## src/rtl/gate_bist_pkg.sv

```systemverilog
// -----------------------------------------------------------------------------
// gate_bist_pkg
// Shared definitions for the gate BIST controller:
//   - bist_state_e : controller state encoding (IDLE, RUN, DONE)
//   - default widths and Galois feedback polynomials
//   - galois_step() : one Galois shift step with parallel data injection,
//                     shared by the pattern LFSR, the MISR and the pass compare
// -----------------------------------------------------------------------------
package gate_bist_pkg;

    typedef enum logic [1:0] {
        ST_IDLE = 2'd0,
        ST_RUN  = 2'd1,
        ST_DONE = 2'd2
    } bist_state_e;

    localparam int DEF_IN_W  = 14;
    localparam int DEF_OUT_W = 10;
    localparam int DEF_CNT_W = 16;

    // x^14 + x^5 + x^3 + x + 1 (x^14 term implicit)
    localparam logic [DEF_IN_W-1:0]  DEF_LFSR_POLY = 14'h002B;
    // x^10 + x^3 + 1 (x^10 term implicit)
    localparam logic [DEF_OUT_W-1:0] DEF_MISR_POLY = 10'h009;

    // Widest register the step helper supports.
    localparam int GB_MAX_W = 32;

    // One Galois step of a `width`-bit register held in the low bits of cur:
    //   next[i] = cur[i-1] (0 for i=0) ^ (poly[i] & cur[width-1]) ^ data[i]
    // Bits at and above `width` are forced to zero.
    function automatic logic [GB_MAX_W-1:0] galois_step(
        input logic [GB_MAX_W-1:0] cur,
        input logic [GB_MAX_W-1:0] poly,
        input logic [GB_MAX_W-1:0] data,
        input int                  width
    );
        logic [GB_MAX_W-1:0] mask;
        logic [GB_MAX_W-1:0] shifted;
        mask    = (GB_MAX_W'(1) << width) - GB_MAX_W'(1);
        shifted = (cur << 1) & mask;
        if (((cur >> (width - 1)) & GB_MAX_W'(1)) != '0) begin
            shifted = shifted ^ poly;
        end
        return (shifted ^ data) & mask;
    endfunction

endpackage

```

## src/rtl/gate_bist_lfsr.sv

```systemverilog
// -----------------------------------------------------------------------------
// gate_bist_lfsr
// Galois shift register with synchronous load and a parallel data input.
// With data_i tied to zero it is a pattern LFSR; fed with a circuit response
// it is a MISR.
//
// Ports
//   clk         in   clock, rising edge
//   rst_n       in   async active-low reset, clears the register
//   load_i      in   load load_val_i this cycle (wins over step_i)
//   load_val_i  in   WIDTH  value to load
//   step_i      in   advance one Galois step, XOR-ing in data_i
//   data_i      in   WIDTH  parallel data absorbed on a step
//   state_o     out  WIDTH  current register contents
// -----------------------------------------------------------------------------
module gate_bist_lfsr
    import gate_bist_pkg::*;
#(
    parameter int               WIDTH = DEF_IN_W,
    parameter logic [WIDTH-1:0] POLY  = WIDTH'(DEF_LFSR_POLY)
) (
    input  logic             clk,
    input  logic             rst_n,
    input  logic             load_i,
    input  logic [WIDTH-1:0] load_val_i,
    input  logic             step_i,
    input  logic [WIDTH-1:0] data_i,
    output logic [WIDTH-1:0] state_o
);

    logic [WIDTH-1:0] state_q;
    logic [WIDTH-1:0] state_d;
    logic [WIDTH-1:0] step_val;

    assign step_val = WIDTH'(galois_step(GB_MAX_W'(state_q), GB_MAX_W'(POLY),
                                         GB_MAX_W'(data_i), WIDTH));

    // NOTE: state_d gets a default before any branch so no path leaves it
    // unassigned; otherwise synthesis would infer a latch.
    always_comb begin
        state_d = state_q;
        if (load_i) begin
            state_d = load_val_i;
        end else if (step_i) begin
            state_d = step_val;
        end
    end

    // NOTE: non-blocking assignment for all clocked state so every flop samples
    // the pre-edge values, independent of block evaluation order.
    always_ff @(posedge clk or negedge rst_n) begin
        if (!rst_n) begin
            state_q <= '0;
        end else begin
            state_q <= state_d;
        end
    end

    assign state_o = state_q;

endmodule

```

## src/rtl/gate_bist_ctrl.sv

```systemverilog
// -----------------------------------------------------------------------------
// gate_bist_ctrl
// Logic BIST controller for a combinational gate model. A run drives pat_count
// pseudo-random patterns from a Galois LFSR into the model, compacts each
// response into a MISR, and on completion compares the signature to golden.
//
// Ports
//   clk          in   clock, rising edge
//   rst_n        in   async active-low reset
//   start        in   begin a run (accepted in IDLE or DONE only)
//   abort        in   terminate a run (accepted in RUN only)
//   pat_count    in   CNT_W  number of patterns to apply
//   seed         in   IN_W   LFSR start value (0 is replaced by 1)
//   golden       in   OUT_W  expected signature
//   resp_in      in   OUT_W  combinational response of the model to pattern_out
//   pattern_out  out  IN_W   registered stimulus to the model
//   busy         out  high in RUN
//   done         out  high in DONE
//   pass         out  signature == golden, valid while done is high
//   signature    out  OUT_W  MISR contents
// -----------------------------------------------------------------------------
module gate_bist_ctrl
    import gate_bist_pkg::*;
#(
    parameter int               IN_W      = DEF_IN_W,
    parameter int               OUT_W     = DEF_OUT_W,
    parameter int               CNT_W     = DEF_CNT_W,
    parameter logic [IN_W-1:0]  LFSR_POLY = IN_W'(DEF_LFSR_POLY),
    parameter logic [OUT_W-1:0] MISR_POLY = OUT_W'(DEF_MISR_POLY)
) (
    input  logic             clk,
    input  logic             rst_n,
    input  logic             start,
    input  logic             abort,
    input  logic [CNT_W-1:0] pat_count,
    input  logic [IN_W-1:0]  seed,
    input  logic [OUT_W-1:0] golden,
    input  logic [OUT_W-1:0] resp_in,
    output logic [IN_W-1:0]  pattern_out,
    output logic             busy,
    output logic             done,
    output logic             pass,
    output logic [OUT_W-1:0] signature
);

    bist_state_e      state_q, state_d;
    logic [CNT_W-1:0] cnt_q, cnt_d;
    logic             pass_q, pass_d;

    logic             lfsr_load, lfsr_step;
    logic             misr_load, misr_step;
    logic [IN_W-1:0]  lfsr_seed;
    logic [OUT_W-1:0] misr_absorb;

    // An all-zero state would lock the LFSR, so a zero seed starts at 1.
    assign lfsr_seed = (seed == '0) ? IN_W'(1) : seed;

    // Value the MISR takes if it absorbs resp_in this cycle; used to register
    // pass on the same edge that the final absorb lands.
    assign misr_absorb = OUT_W'(galois_step(GB_MAX_W'(signature), GB_MAX_W'(MISR_POLY),
                                            GB_MAX_W'(resp_in), OUT_W));

    always_comb begin
        state_d   = state_q;
        cnt_d     = cnt_q;
        pass_d    = pass_q;
        lfsr_load = 1'b0;
        lfsr_step = 1'b0;
        misr_load = 1'b0;
        misr_step = 1'b0;

        case (state_q)
            ST_IDLE, ST_DONE: begin
                if (start) begin
                    misr_load = 1'b1;
                    if (pat_count != '0) begin
                        lfsr_load = 1'b1;
                        cnt_d     = pat_count;
                        pass_d    = 1'b0;
                        state_d   = ST_RUN;
                    end else begin
                        // Empty run: signature stays cleared, so it matches
                        // only a zero golden.
                        pass_d  = (golden == '0);
                        state_d = ST_DONE;
                    end
                end
            end

            ST_RUN: begin
                if (abort) begin
                    // Drop this cycle's response; the MISR keeps the partial value.
                    state_d = ST_IDLE;
                end else begin
                    lfsr_step = 1'b1;
                    misr_step = 1'b1;
                    cnt_d     = cnt_q - CNT_W'(1);
                    if (cnt_q == CNT_W'(1)) begin
                        pass_d  = (misr_absorb == golden);
                        state_d = ST_DONE;
                    end
                end
            end

            default: begin
                state_d = ST_IDLE;
            end
        endcase
    end

    always_ff @(posedge clk or negedge rst_n) begin
        if (!rst_n) begin
            state_q <= ST_IDLE;
            cnt_q   <= '0;
            pass_q  <= 1'b0;
        end else begin
            state_q <= state_d;
            cnt_q   <= cnt_d;
            pass_q  <= pass_d;
        end
    end

    gate_bist_lfsr #(
        .WIDTH (IN_W),
        .POLY  (LFSR_POLY)
    ) u_pattern_lfsr (
        .clk        (clk),
        .rst_n      (rst_n),
        .load_i     (lfsr_load),
        .load_val_i (lfsr_seed),
        .step_i     (lfsr_step),
        .data_i     ('0),
        .state_o    (pattern_out)
    );

    gate_bist_lfsr #(
        .WIDTH (OUT_W),
        .POLY  (MISR_POLY)
    ) u_misr (
        .clk        (clk),
        .rst_n      (rst_n),
        .load_i     (misr_load),
        .load_val_i ('0),
        .step_i     (misr_step),
        .data_i     (resp_in),
        .state_o    (signature)
    );

    assign busy = (state_q == ST_RUN);
    assign done = (state_q == ST_DONE);
    assign pass = pass_q;

endmodule

```

## config.mk

```make
export PLATFORM = sky130hd
export DESIGN_NAME = gate_bist_ctrl
export DESIGN_NICKNAME = d
export VERILOG_FILES = /design/src/rtl/gate_bist_pkg.sv /design/src/rtl/gate_bist_lfsr.sv /design/src/rtl/gate_bist_ctrl.sv
export SDC_FILE = /design/constraint.sdc
export NUM_CORES = 1
export LEC_CHECK = 0
export ABC_AREA = 1
export BUFFER_PORTS_ARGS = -buffer_cell sky130_fd_sc_hd__buf_4
export CAP_MARGIN = 5
export CELL_PAD_IN_SITES_DETAIL_PLACEMENT = 0
export CELL_PAD_IN_SITES_GLOBAL_PLACEMENT = 1
export CORE_UTILIZATION = 40
export CTS_BUF_LIST = sky130_fd_sc_hd__clkbuf_4 sky130_fd_sc_hd__clkbuf_8
export CTS_CLUSTER_SIZE = 12
export DETAILED_ROUTE_END_ITERATION = 6
export PLACE_DENSITY = 0.95
export RECOVER_POWER = 25
export SYNTH_ARGS = -nofsm -noshare
export SYNTH_HDL_FRONTEND = slang
export SYNTH_SLANG_ARGS = --single-unit
```

## constraint.sdc

```tcl
create_clock -name clk -period 2.8 [get_ports clk]
set_input_delay 0.56 -clock clk [delete_from_list [all_inputs] [get_ports clk]]
set_output_delay 0.56 -clock clk [all_outputs]
set_load 0.005 [all_outputs]
```

==> summary.md <==
| Metric | Value |
|---|---|
| Net load switching power | `1363 uW` |
| DR WL/cell | `12.14 um` |
| Post-Synthesis Cell Area | `slightly below 3000 um^2` |
| CP bufs+invs | `2` |
| Routed metal-1 wire length | `3643 um` |
| Sw Share | `a little over two fifths` |
| Layout area overhead | `25.70%` |
| Cts repair resizes | `0` |
| Run status | `finished, final reports clean` |
| CP Cell Sequence | `nand2_8 -> inv_1 -> buf_4` |
| Initial Utilization | `42.33%` |
| Lkg Pwr | `0.001970 uW` |
| Crit path max fanout | `18` |
| Cell with the most instances after synthesis | `nand2_1` |
| Share of cells above drive strength 1 | `19.81%` |
| CP startpoint kind | `flop` |
| DIE AREA | `7736 um^2` |
| Avg Inst Size Synth | `6.582 um^2` |
| Met2 wire len | `about 3500 um` |
| Critical path class | `reg -> out` |
| # rows | `30` |
| Setup violations, final | `0` |
| PwrDens | `865.5 nW/um^2` |
| EDFF count, synth | `0` |
| Drt total wl | `approximately 7500 um` |
| Clock skew | `8.183 ps` |
| Final Max Slew Viols | `0` |
| Clock sink count | `43` |
| IO Port Bufs | `80` |
| Tcrit/Tclk final | `79.36%` |
| Remaining antenna violation count | `0` |
| IO Count | `81` |
| Hold crit path type | `in -> async` |
| Post-layout net count | `between 500 and 600` |
| Gpl congestion | `around 0.86` |
| Total Power | `3215 uW` |
| First-pass GRT wire length | `about 13000 um` |
| Maxcap violations | `0` |
| Initial DRC Count | `157` |
| Ys async rst share | `100.0%` |
| DIE WIDTH | `87.96 um` |
| Residual DRC | `0` |
| Top cells by area, synth | `dfrtp_1 (36%), nand2_1 (19%), inv_1 (7.7%)` |
| Fmax | `between 400 and 500 MHz` |
| Reg power frac | `36.9%` |
| Req. time, crit path | `between 2000 and 2500 ps` |
| CP max stage cell | `dfrtp_1` |
| Worst-Margin Slew | `1120 ps` |
| Minimum clock period | `approximately 2200 ps` |
| Global Route Usage Sum | `20.85%` |
| Placed insts | `613` |
| YS warnings | `0` |
| Flops & latches, synth | `43` |
| Register area share after synthesis | `36.41%` |
| CP delay by family, top | `buffers and inverters` |
| DR WL met3 | `305 um` |
| Antenna diodes | `0` |
| Htree depth | `2` |
| Initial antenna violation count | `0` |
| Dominant cell type by area after synthesis | `dfrtp_1` |
| Core area | `6982 um^2` |
| CTS Buf Count | `5` |
| Total Neg Setup Slack | `0 ps` |
| Vias | `2990` |
| Pre-Repair DR Iteration Count | `4` |
| CTS Root Cell | `clkbuf_8` |
| Logic pwr share | `47.0%` |
| Netlist cell types | `32` |
| Cell count after synthesis | `449` |
| Most used DFF post-synth | `dfrtp_1` |
| Die height | `87.96 um` |
| Mapped Nets | `505` |
| Hpwl dp | `5605 um` |
| Overflow after GRT | `0` |
| Clock Latency Late Sink | `about 300 ps` |
| Setup crit end kind | `output pin` |
| RSZ-0062 raised after global routing | `false` |
| Top Metal Used | `met4` |
| Vias in the first global route | `2772` |
| CTS tree | `yes` |
| Relative slew margins | `25.36%` |
| Post-Layout Cell Count | `roughly 620` |
| Peak VDD IR | `0.3674 mV` |
| Clock buffer depth | `2` |
| Clk slew on worst S/H paths | `~90 ps` |
| Most instantiated cells after synthesis | `nand2_1 (152), inv_1 (61), nor2_1 (52), dfrtp_1 (43), nand3_1 (39)` |
| Util after Layout | `53.21%` |
| DR vias/cell | `just under 5` |
| Post-CTS setup buffers | `0` |
| Largest net degree at the start of global routing | `44` |
| Max incr delay on CP | `600 ps` |
| Synth top area share | `36.41%` |
| Final Hold Vio Count | `0` |
| DP Worst Slack | `702.1 ps` |
| Internal | `between 1500 and 2000 uW` |
| Arr. time, crit path | `between 1500 and 2000 ps` |
| Clk network pwr share | `between 10% and 20%` |
| CTS Hold Bufs | `0` |
| Final worst-path setup slack | `577.9 ps` |
routing by layer:
metal  vias up  GRT usage [%]
met5         -              0
met4         0          6.408
met3         6          3.016
met2        68          34.04
met1      1354          28.55
li1       1562              -
registers in the layout, summed over array words and instances (netlist names):
| name | count |
|---|---|
| u_misr.state_o | 10 |
| cnt_q | 16 |
| u_pattern_lfsr.state_o | 14 |
| state_q | 2 |
| pass | 1 |
worst register-to-register path: cells and delay by family, from the launching register on:
family                 cells  cell delay [ps]
flip-flops                 1              600
AO/OA/AOI/OAI              2              410
AND/OR/NAND/NOR            4              760
buffers and inverters      1              220
per-stage QoR:
stage | cell area [um^2] | hold slack (ps)
2_1_floorplan | 2955 | 264.4
3_3_place_gp | 3600 | 497.8
3_5_place_dp | 3600 | 505.7
4_1_cts | 3717 | 273.1
5_1_grt | 3715 | 487.1
6_report | 3715 | 466.3
cell usage in the layout, fill, tap and decap left out, types with 2 or more instances in the layout:
| cell | count |
|---|---|
| a21oi_1 | 3 |
| inv_2 | 2 |
| nand2_2 | 3 |
| nor3_1 | 3 |
| nand2_4 | 2 |
| nand4_1 | 5 |
| nor2_1 | 52 |
| or2_2 | 3 |
| inv_1 | 61 |
| dfrtp_1 | 43 |
| xnor2_1 | 4 |
| nand3_1 | 39 |
| clkbuf_8 | 6 |
| o21ai_0 | 32 |
| xor2_1 | 3 |
| o211ai_1 | 10 |
| nand2_1 | 152 |
| nand3b_1 | 2 |
| o22ai_1 | 7 |
| ha_1 | 2 |
| buf_4 | 80 |
layout make-up:
cell class,count,area [um^2]
fillers,712,3267
multi-input cells,330,1559
flip-flops and latches,43,1076
repair buffers,81,605.6
inverters,63,236.5
well taps,96,120.1
clock buffers,6,82.58
clock inverters,2,35.03
path summary, 6_finish.rpt:
check                      slack [ps]                         to                 startpoint  cells after the start
hold reg to reg                   530  u_pattern_lfsr.state_o[1]  u_pattern_lfsr.state_o[1]                      2
max in group asynchronous        1660                   cnt_q[5]                      rst_n                      1
hold / removal                    470  u_pattern_lfsr.state_o[2]                      rst_n                      1
setup reg to reg                  700                   cnt_q[3]                 state_q[0]                      7
min in group clk                  500  u_pattern_lfsr.state_o[1]                    seed[1]                      3
setup / recovery                  580                       busy                 state_q[0]                      3
kinds of logic after synthesis:
group,Yosys count,synth area share [%]
compound gates,55,11.05
buf+inv,76,10.84
fa+ha+maj,2,0.8466
xor+xnor,7,2.075
flops,43,36.41
simple gates,266,38.78
power groups by stage:
stage | Clock [uW] | Combinational (uW) | Sequential, uW
2_1_floorplan | 0 | 1030 | 1130
3_3_place_gp | 0 | 1490 | 1190
3_5_place_dp | 0 | 1510 | 1190
4_1_cts | 525 | 1520 | 1180
5_1_grt | 558 | 1740 | 1230
6_report | 516 | 1510 | 1190
(Power assumes the default switching activity.)
